[config.mk]
export PLATFORM = sky130hd
export DESIGN_NAME = mul2add
export DESIGN_NICKNAME = d
export VERILOG_FILES = /design/src/rtl/mul2add_pkg.sv /design/src/rtl/count_sat.sv /design/src/rtl/mul2add.sv
export SDC_FILE = /design/constraint.sdc
export NUM_CORES = 1
export LEC_CHECK = 0
export ABC_CLOCK_PERIOD_IN_PS = 1900
export BUFFER_PORTS_ARGS = -buffer_cell sky130_fd_sc_hd__buf_2
export CORE_UTILIZATION = 28
export DETAILED_ROUTE_END_ITERATION = 6
export GPL_TIMING_DRIVEN = 0
export HOLD_SLACK_MARGIN = 0.05
export PLACE_DENSITY_LB_ADDON = 0.05
export SYNTH_ARGS = -nofsm -noshare
export SYNTH_HDL_FRONTEND = slang
export SYNTH_HIERARCHICAL = 1
export SYNTH_SLANG_ARGS = --single-unit
[constraint.sdc]
create_clock -name clk -period 1.9 [get_ports clk]
set_clock_uncertainty 0.2 [all_clocks]
set_input_delay 0.38 -clock clk [delete_from_list [all_inputs] [get_ports clk]]
set_output_delay 0.38 -clock clk [all_outputs]
set_load 0.005 [all_outputs]
[src/rtl/mul2add_pkg.sv]
// Shared ALU definitions: default operand width and the activate/endop FSM encoding
// used by the divmod2 / mul2add pair.
package mul2add_pkg;

  localparam int ALU_WIDTH = 8;

  localparam logic [1:0] ST_IDLE  = 2'd0;
  localparam logic [1:0] ST_ACCUM = 2'd1;
  localparam logic [1:0] ST_DONE  = 2'd2;
  localparam logic [1:0] ST_HOLD  = 2'd3;

  typedef enum logic [1:0] {
    S_IDLE  = ST_IDLE,
    S_ACCUM = ST_ACCUM,
    S_DONE  = ST_DONE,
    S_HOLD  = ST_HOLD
  } alu_state_t;

endpackage

[src/rtl/count_sat.sv]
// Bit counter with clear and increment enable; stops at WIDTH and flags saturation.
// Clear wins over increment; increments while saturated are dropped.
module count_sat
  import mul2add_pkg::*;
#(
  parameter int WIDTH = ALU_WIDTH,
  parameter int CW    = $clog2(WIDTH + 1)
) (
  input  logic          clk,
  input  logic          reset,
  input  logic          clr_i,
  input  logic          inc_i,
  output logic [CW-1:0] cnt_o,
  output logic          sat_o
);

  logic [CW-1:0] cnt_q, cnt_d;

  assign sat_o = (cnt_q == CW'(WIDTH));
  assign cnt_o = cnt_q;

  always_comb begin
    cnt_d = cnt_q;
    if (clr_i) begin
      cnt_d = '0;
    end else if (inc_i && !sat_o) begin
      cnt_d = cnt_q + CW'(1);
    end
  end

  always_ff @(posedge clk or posedge reset) begin
    if (reset) begin
      cnt_q <= '0;
    end else begin
      cnt_q <= cnt_d;
    end
  end

endmodule

[src/rtl/mul2add.sv]
// Serial value rebuilder: shifts LSB-first remainder bits into a, one per bit_valid strobe.
// Bits past WIDTH are dropped; a dropped 1 sets the sticky overflow flag.
module mul2add
  import mul2add_pkg::*;
#(
  parameter int WIDTH = ALU_WIDTH,
  parameter int CW    = $clog2(WIDTH + 1)
) (
  input  logic             clk,
  input  logic             reset,
  input  logic             activate,
  input  logic             bit_valid,
  input  logic             mod2,
  input  logic             last,
  output logic [WIDTH-1:0] a,
  output logic [CW-1:0]    nbits,
  output logic             busy,
  output logic             endop,
  output logic             overflow
);

  alu_state_t       state_q, state_d;
  logic [WIDTH-1:0] a_q, a_d;
  logic             ovf_q, ovf_d;
  logic             cnt_clr, cnt_inc, cnt_sat;
  logic [CW-1:0]    cnt;

  count_sat #(.WIDTH(WIDTH), .CW(CW)) u_count_sat (
    .clk   (clk),
    .reset (reset),
    .clr_i (cnt_clr),
    .inc_i (cnt_inc),
    .cnt_o (cnt),
    .sat_o (cnt_sat)
  );

  always_comb begin
    state_d = state_q;
    a_d     = a_q;
    ovf_d   = ovf_q;
    cnt_clr = 1'b0;
    cnt_inc = 1'b0;
    case (state_q)
      S_IDLE: begin
        if (activate) begin
          a_d     = '0;
          ovf_d   = 1'b0;
          cnt_clr = 1'b1;
          state_d = S_ACCUM;
        end
      end
      S_ACCUM: begin
        // Abort outranks any bit or last arriving on the same edge.
        if (!activate) begin
          a_d     = '0;
          ovf_d   = 1'b0;
          cnt_clr = 1'b1;
          state_d = S_IDLE;
        end else if (bit_valid) begin
          if (!cnt_sat) begin
            for (int i = 0; i < WIDTH; i++) begin
              if (cnt == CW'(i)) a_d[i] = mod2;
            end
            cnt_inc = 1'b1;
          end else if (mod2) begin
            ovf_d = 1'b1;
          end
          if (last) state_d = S_DONE;
        end
      end
      S_DONE: begin
        state_d = activate ? S_HOLD : S_IDLE;
      end
      S_HOLD: begin
        if (!activate) state_d = S_IDLE;
      end
      default: state_d = S_IDLE;
    endcase
  end

  always_ff @(posedge clk or posedge reset) begin
    if (reset) begin
      state_q <= S_IDLE;
      a_q     <= '0;
      ovf_q   <= 1'b0;
    end else begin
      state_q <= state_d;
      a_q     <= a_d;
      ovf_q   <= ovf_d;
    end
  end

  assign a        = a_q;
  assign nbits    = cnt;
  assign overflow = ovf_q;
  assign busy     = (state_q == S_ACCUM);
  assign endop    = (state_q == S_DONE);

endmodule

After elaboration in Yosys (flattened, before gate mapping)
Index checks and enable logic that the tools add are counted.
- register bits after elaboration: 15
- output and inout port bits: 15
- logic and storage cells: 89
- add/subtract/negate cells: 1
- eq/ne operators: 26
- muxes and demuxes: 35
- reductions and logical operators: 16
- operators with widths (kind ; count):
    AND reduction 5 bit ; 9
    two-way mux 8 bit ; 4
    != test 3 x 2 -> 1 bit (second input constant) ; 9
    two-way mux 1 bit ; 19
    == test 4 x 3 -> 1 bit (second input constant) ; 4
    one-hot mux 8 bit (2 select lines) ; 1
    two-way mux 2 bit ; 6
    != test 3 bit (second input constant) ; 4
    == test 4 x 2 -> 1 bit (second input constant) ; 2
    two-way mux 4 bit ; 2
    one-hot mux 2 bit (4 select lines) ; 1
    adder 4 x 1 -> 4 bit (second input constant) ; 1
    == test 2 bit (second input constant) ; 2
    == test 4 x 1 -> 1 bit (second input constant) ; 1
    == test 4 bit (second input constant) ; 1
    zero test 4 bit ; 1
    != test 2 bit (second input constant) ; 2
    one-hot mux 1 bit (2 select lines) ; 2
    AND reduction 4 bit ; 1
    nonzero test 2 bit ; 2
    == test 2 x 1 -> 1 bit (second input constant) ; 1
    zero test 2 bit ; 1
    logical AND 1 bit ; 1
    zero test 1 bit ; 1

Longest topological paths before layout
- word-level depth: 8
- mapped depth: 9
- depth with buffers taken out: 9

Cells and area by module
The synthesis kept the hierarchy.
- by module, submodules not included (module ; times used ; cells each ; area each (µm²) ; seq. area each (µm²)):
    mul2add ; 1 ; 71 ; 735.7 ; 275.3
    count_sat ; 1 ; 25 ; 236.5 ; 100.1

Worst setup path before layout
OpenSTA, ideal clock, no wires.
- path type: reg2reg
- start: register u_count_sat.cnt_q[0] (netlist: u_count_sat/cnt_o[0])
- end: register u_count_sat.cnt_q[0] (netlist: u_count_sat/cnt_o[0])
- library setup time: 0.125 ns
- arrival: 1.743 ns
- data required time: 1.575 ns
- path slack: -0.168 ns
- stages on the path, launching flop included: 9
- clock period less this slack: 2.068 ns
- cell sequence: dfrtp_1 inv_1 ha_1 nand2_1 nor2_1 nand2b_1 nor2_1 o21a_1 mux2_4
- word-level cells in the longest chain between the ends: 7
- ends and longest elaborated chain (item ; line ; RTL):
    start: declaration ; count_sat.sv:17 ; logic [CW-1:0] cnt_q, cnt_d;
    start signal: assignment ; count_sat.sv:35 ; cnt_q <= cnt_d;
    == test 4 bit ; count_sat.sv:19 ; assign sat_o = (cnt_q == CW'(WIDTH));
    named net cnt_sat ; mul2add.sv:25 ; logic cnt_clr, cnt_inc, cnt_sat;
    two-way mux 1 bit ; mul2add.sv:60 ; if (!cnt_sat) begin
    two-way mux 1 bit ; mul2add.sv:59 ; end else if (bit_valid) begin
    two-way mux 1 bit ; mul2add.sv:54 ; if (!activate) begin
    two-way mux 1 bit ; mul2add.sv:43 ; case (state_q)
    named net cnt_inc ; mul2add.sv:25 ;
    logical AND 1 bit ; count_sat.sv:26 ; end else if (inc_i && !sat_o) begin
    nonzero test 2 bit (no line) ; -- ;
The timed path passes the listed nets, and every way through them passes these cells. The select of a mux whose other input is x is not followed.
A chain may end at the register's enable or synchronous reset.

Worst setup path in the final report
- start: register u_count_sat.cnt_q[0] (netlist: u_count_sat/cnt_o[0])
- end: register u_count_sat.cnt_q[2] (netlist: u_count_sat/cnt_o[2])
Same word-level chain as after synthesis.

==> out/results.ini <==
[worst_setup_path]
cp-end-kind = flip-flop
r2r-start = u_count_sat/cnt_o[0]
cp.depth = 9
crit_end = u_count_sat/cnt_o[2]
regToRegSetupSlack_ns = 0.03
cp-start-kind = flip-flop
max_stage_delay_ns = 0.39
required_ns = 1.93
cp.arrival_ns = 1.90
critPathLaunch = u_count_sat/cnt_o[0]
critPathTopFamily = simple AND/OR/NAND/NOR gates
crit_buf_inv = 1
critPathSlowestCell = dfrtp_2
rr_worst_depth = 9
worstReg2RegEnd = u_count_sat/cnt_o[2]
worstPathMaxFanout = 3
crit_chain = inv_2 > ha_2 > nand2_2 > nor2_2 > nand2b_4 > nor2_4 > nand2_1 > or3b_1 > a21oi_2
criticalPathCategory = flip-flop to flip-flop

[placed_design]
dp_hpwl_microns = 1790
dpl-instance-area_sq_um = 1140
io_buffers = 19
routabilityCongestion = 0.743

[final_layout]
stdcell_area_sq_um = 1270
final_util_pct = 38.0
multiInputGateArea_sq_um = 604
register_area_sq_um = 380
synthToLayoutAreaGrowth_pct = 30.5
fillers = 349
drive_gt1_share_pct = 46.0
diodes = 0
nets = 133

[die]
die_x_microns = 60.9
die_h_microns = 60.9
initial_core_util_pct = 29.1
row_count = 21
io_pins = 21
coreArea_sq_um = 3340
die_area_sq_um = 3710

[synth]
synth-edff-count = 0
yosysMostFrequentCell = dfrtp_1
ys.flop_type = dfrtp_1
synthesis.area_sq_um = 972
synth_cells = 96
synth_top_cell_by_area = dfrtp_1
synthDistinctLibCells = 41
synth_nets = 104
synth_top_area_share_pct = 38.6
yosys_warnings = 6
avgSynthCellArea_sq_um = 10.1
synth.area.top_cells = dfrtp_1, o221ai_1, inv_1
yosys-top-cells-count = dfrtp_1, inv_1, nor2_1
synthArstFlopShare_pct = 100
ys_ff_latch = 15
yosysSeqAreaShare_pct = 38.6

[pwr]
total_power_mw = 0.700
p_leak_nw = 0.547
powerDensity_nw_per_um2 = 551
ir_drop_uv = 334

[run_status]
status = complete, no violations

[detailed_routing]
first_iter_violations = 11
wirelength_microns = 2640
antenna_left = 0
drc = 0
firstDrtPassIters = 4
wl_per_cell_microns = 15.5
via_count = 863
avgViaCountPerCell = 5.08

[clock_network]
clkSinkCount = 15
htreeDepth = 1
cts_tree = done
cts_buffers = 3
clk_path_buf_depth = 2
worstSkewPairLatency_ns = 0.30
clk_pin_slew_worst_paths_ns = 0.11
root_buffer = clkbuf_4

[global_routing]
grt_pass1_wl_microns = 4150
antenna_found_initial = 0
grt_pass1_vias = 820
grt_overflow_total = 0
grt_max_degree = 17
groute.usage.overall_pct = 15.9

[timing]
final.setup.tns_ns = 0
slew_viol_final = 0
period_share_pct = 98.5
hold_violations = 0
setup_viol = 0
rsz0062_at_grt = yes
whs_ns = 0.0725
fmax_mhz = 534
slew-limit-headroom_pct = 70.2
tightest_slew_ns = 0.446
fin_crit_ns = 1.87

[run]
drv_cap = 0

[worst_hold_path]
hp-class = primary input to flip-flop

[flip-flops by register name (all words and copies together), names as in the netlist]
name	cells
a	8
u_count_sat/cnt_o	4
state_q	2
overflow	1
[worst register-to-register path, stage by stage, from the launching register on]
cell	delay, ns
dfrtp_2	0.39
inv_2	0.04
ha_2	0.17
nand2_2	0.08
nor2_2	0.05
nand2b_4	0.17
nor2_4	0.11
nand2_1	0.08
or3b_1	0.37
a21oi_2	0.14
[through the flow]
stage / cells / setup slack, ns
floorplan: 96 / 0.0103
global placement: 161 / -0.211
detailed placement: 161 / -0.220
CTS: 170 / -0.0211
global route: 170 / -0.0558
finish: 170 / 0.0282
[where the power goes]
group          internal (mW)  switching (mW)  leakage (nW)
Sequential             0.327         0.00516         0.200
Combinational         0.0665          0.0962         0.329
Clock                 0.0784           0.126        0.0177
[placed cells by master (no fill, tap or decap), types with 3 or more instances in the layout]
master    instances
a221oi_2          3
a32o_1            4
and4bb_2          3
buf_2            20
buf_4             5
clkbuf_4          3
dfrtp_1          11
dfrtp_2           4
inv_1            10
nand2_1           5
nor2_1            5
o221ai_1          5
o32ai_1           3
[timing repair]
item | in CTS | in global routing
hold buffers | 1 | 0
setup endpoints to repair | 12 | 10
buffers inserted | 4 | 0
endpoints found under the hold margin | 15 | 0
resized for setup | 9 | 10
pin swaps | 4 | 5
[routing by layer]
layer / up-vias / track usage [%] / wire [microns]
met1: 419 / 20.8 / 1200
li1: 426 / - / -
met3: 4 / 2.56 / 62
met2: 14 / 25.9 / 1330
met4: 0 / 6.82 / 39
met5: - / 0 / 0
[area by class of cell]
| cell class | count | share of cell area, % |
|---|---|---|
| multi-input cells | 66 | 47.6 |
| inverters | 11 | 3.25 |
| clock buffers | 3 | 1.78 |
| repair buffers | 24 | 10.7 |
| flip-flops and latches | 15 | 30.0 |
| clock inverters | 1 | 0.394 |
| well taps | 46 | 4.54 |
| plain buffers | 4 | 1.78 |
[worst min-delay path by stage]
| stage | start | endpoint | depth (start not counted) |
|---|---|---|---|
| 2_1_floorplan | reset | u_count_sat/cnt_o[2] | 1 |
| 3_3_place_gp | reset | u_count_sat/cnt_o[2] | 2 |
| 3_5_place_dp | reset | u_count_sat/cnt_o[2] | 2 |
| 4_1_cts | last | state_q[0] | 2 |
| 5_1_grt | last | state_q[0] | 2 |
| 6_report | last | state_q[0] | 2 |
[logic make-up (layout without fill, tap and decap cells)]
kind of cell	after synthesis	after routing	share of synthesized area (%)
AOI/OAI and AO/OA	26	26	24.3
muxes	2	2	2.57
xor gates and xnor gates	2	2	1.80
and+or+nand+nor	34	34	23.8
buffers and inverters	15	43	6.31
DFF	15	15	38.6
adders and majority gates	2	2	2.57
(Power assumes the default switching activity.)
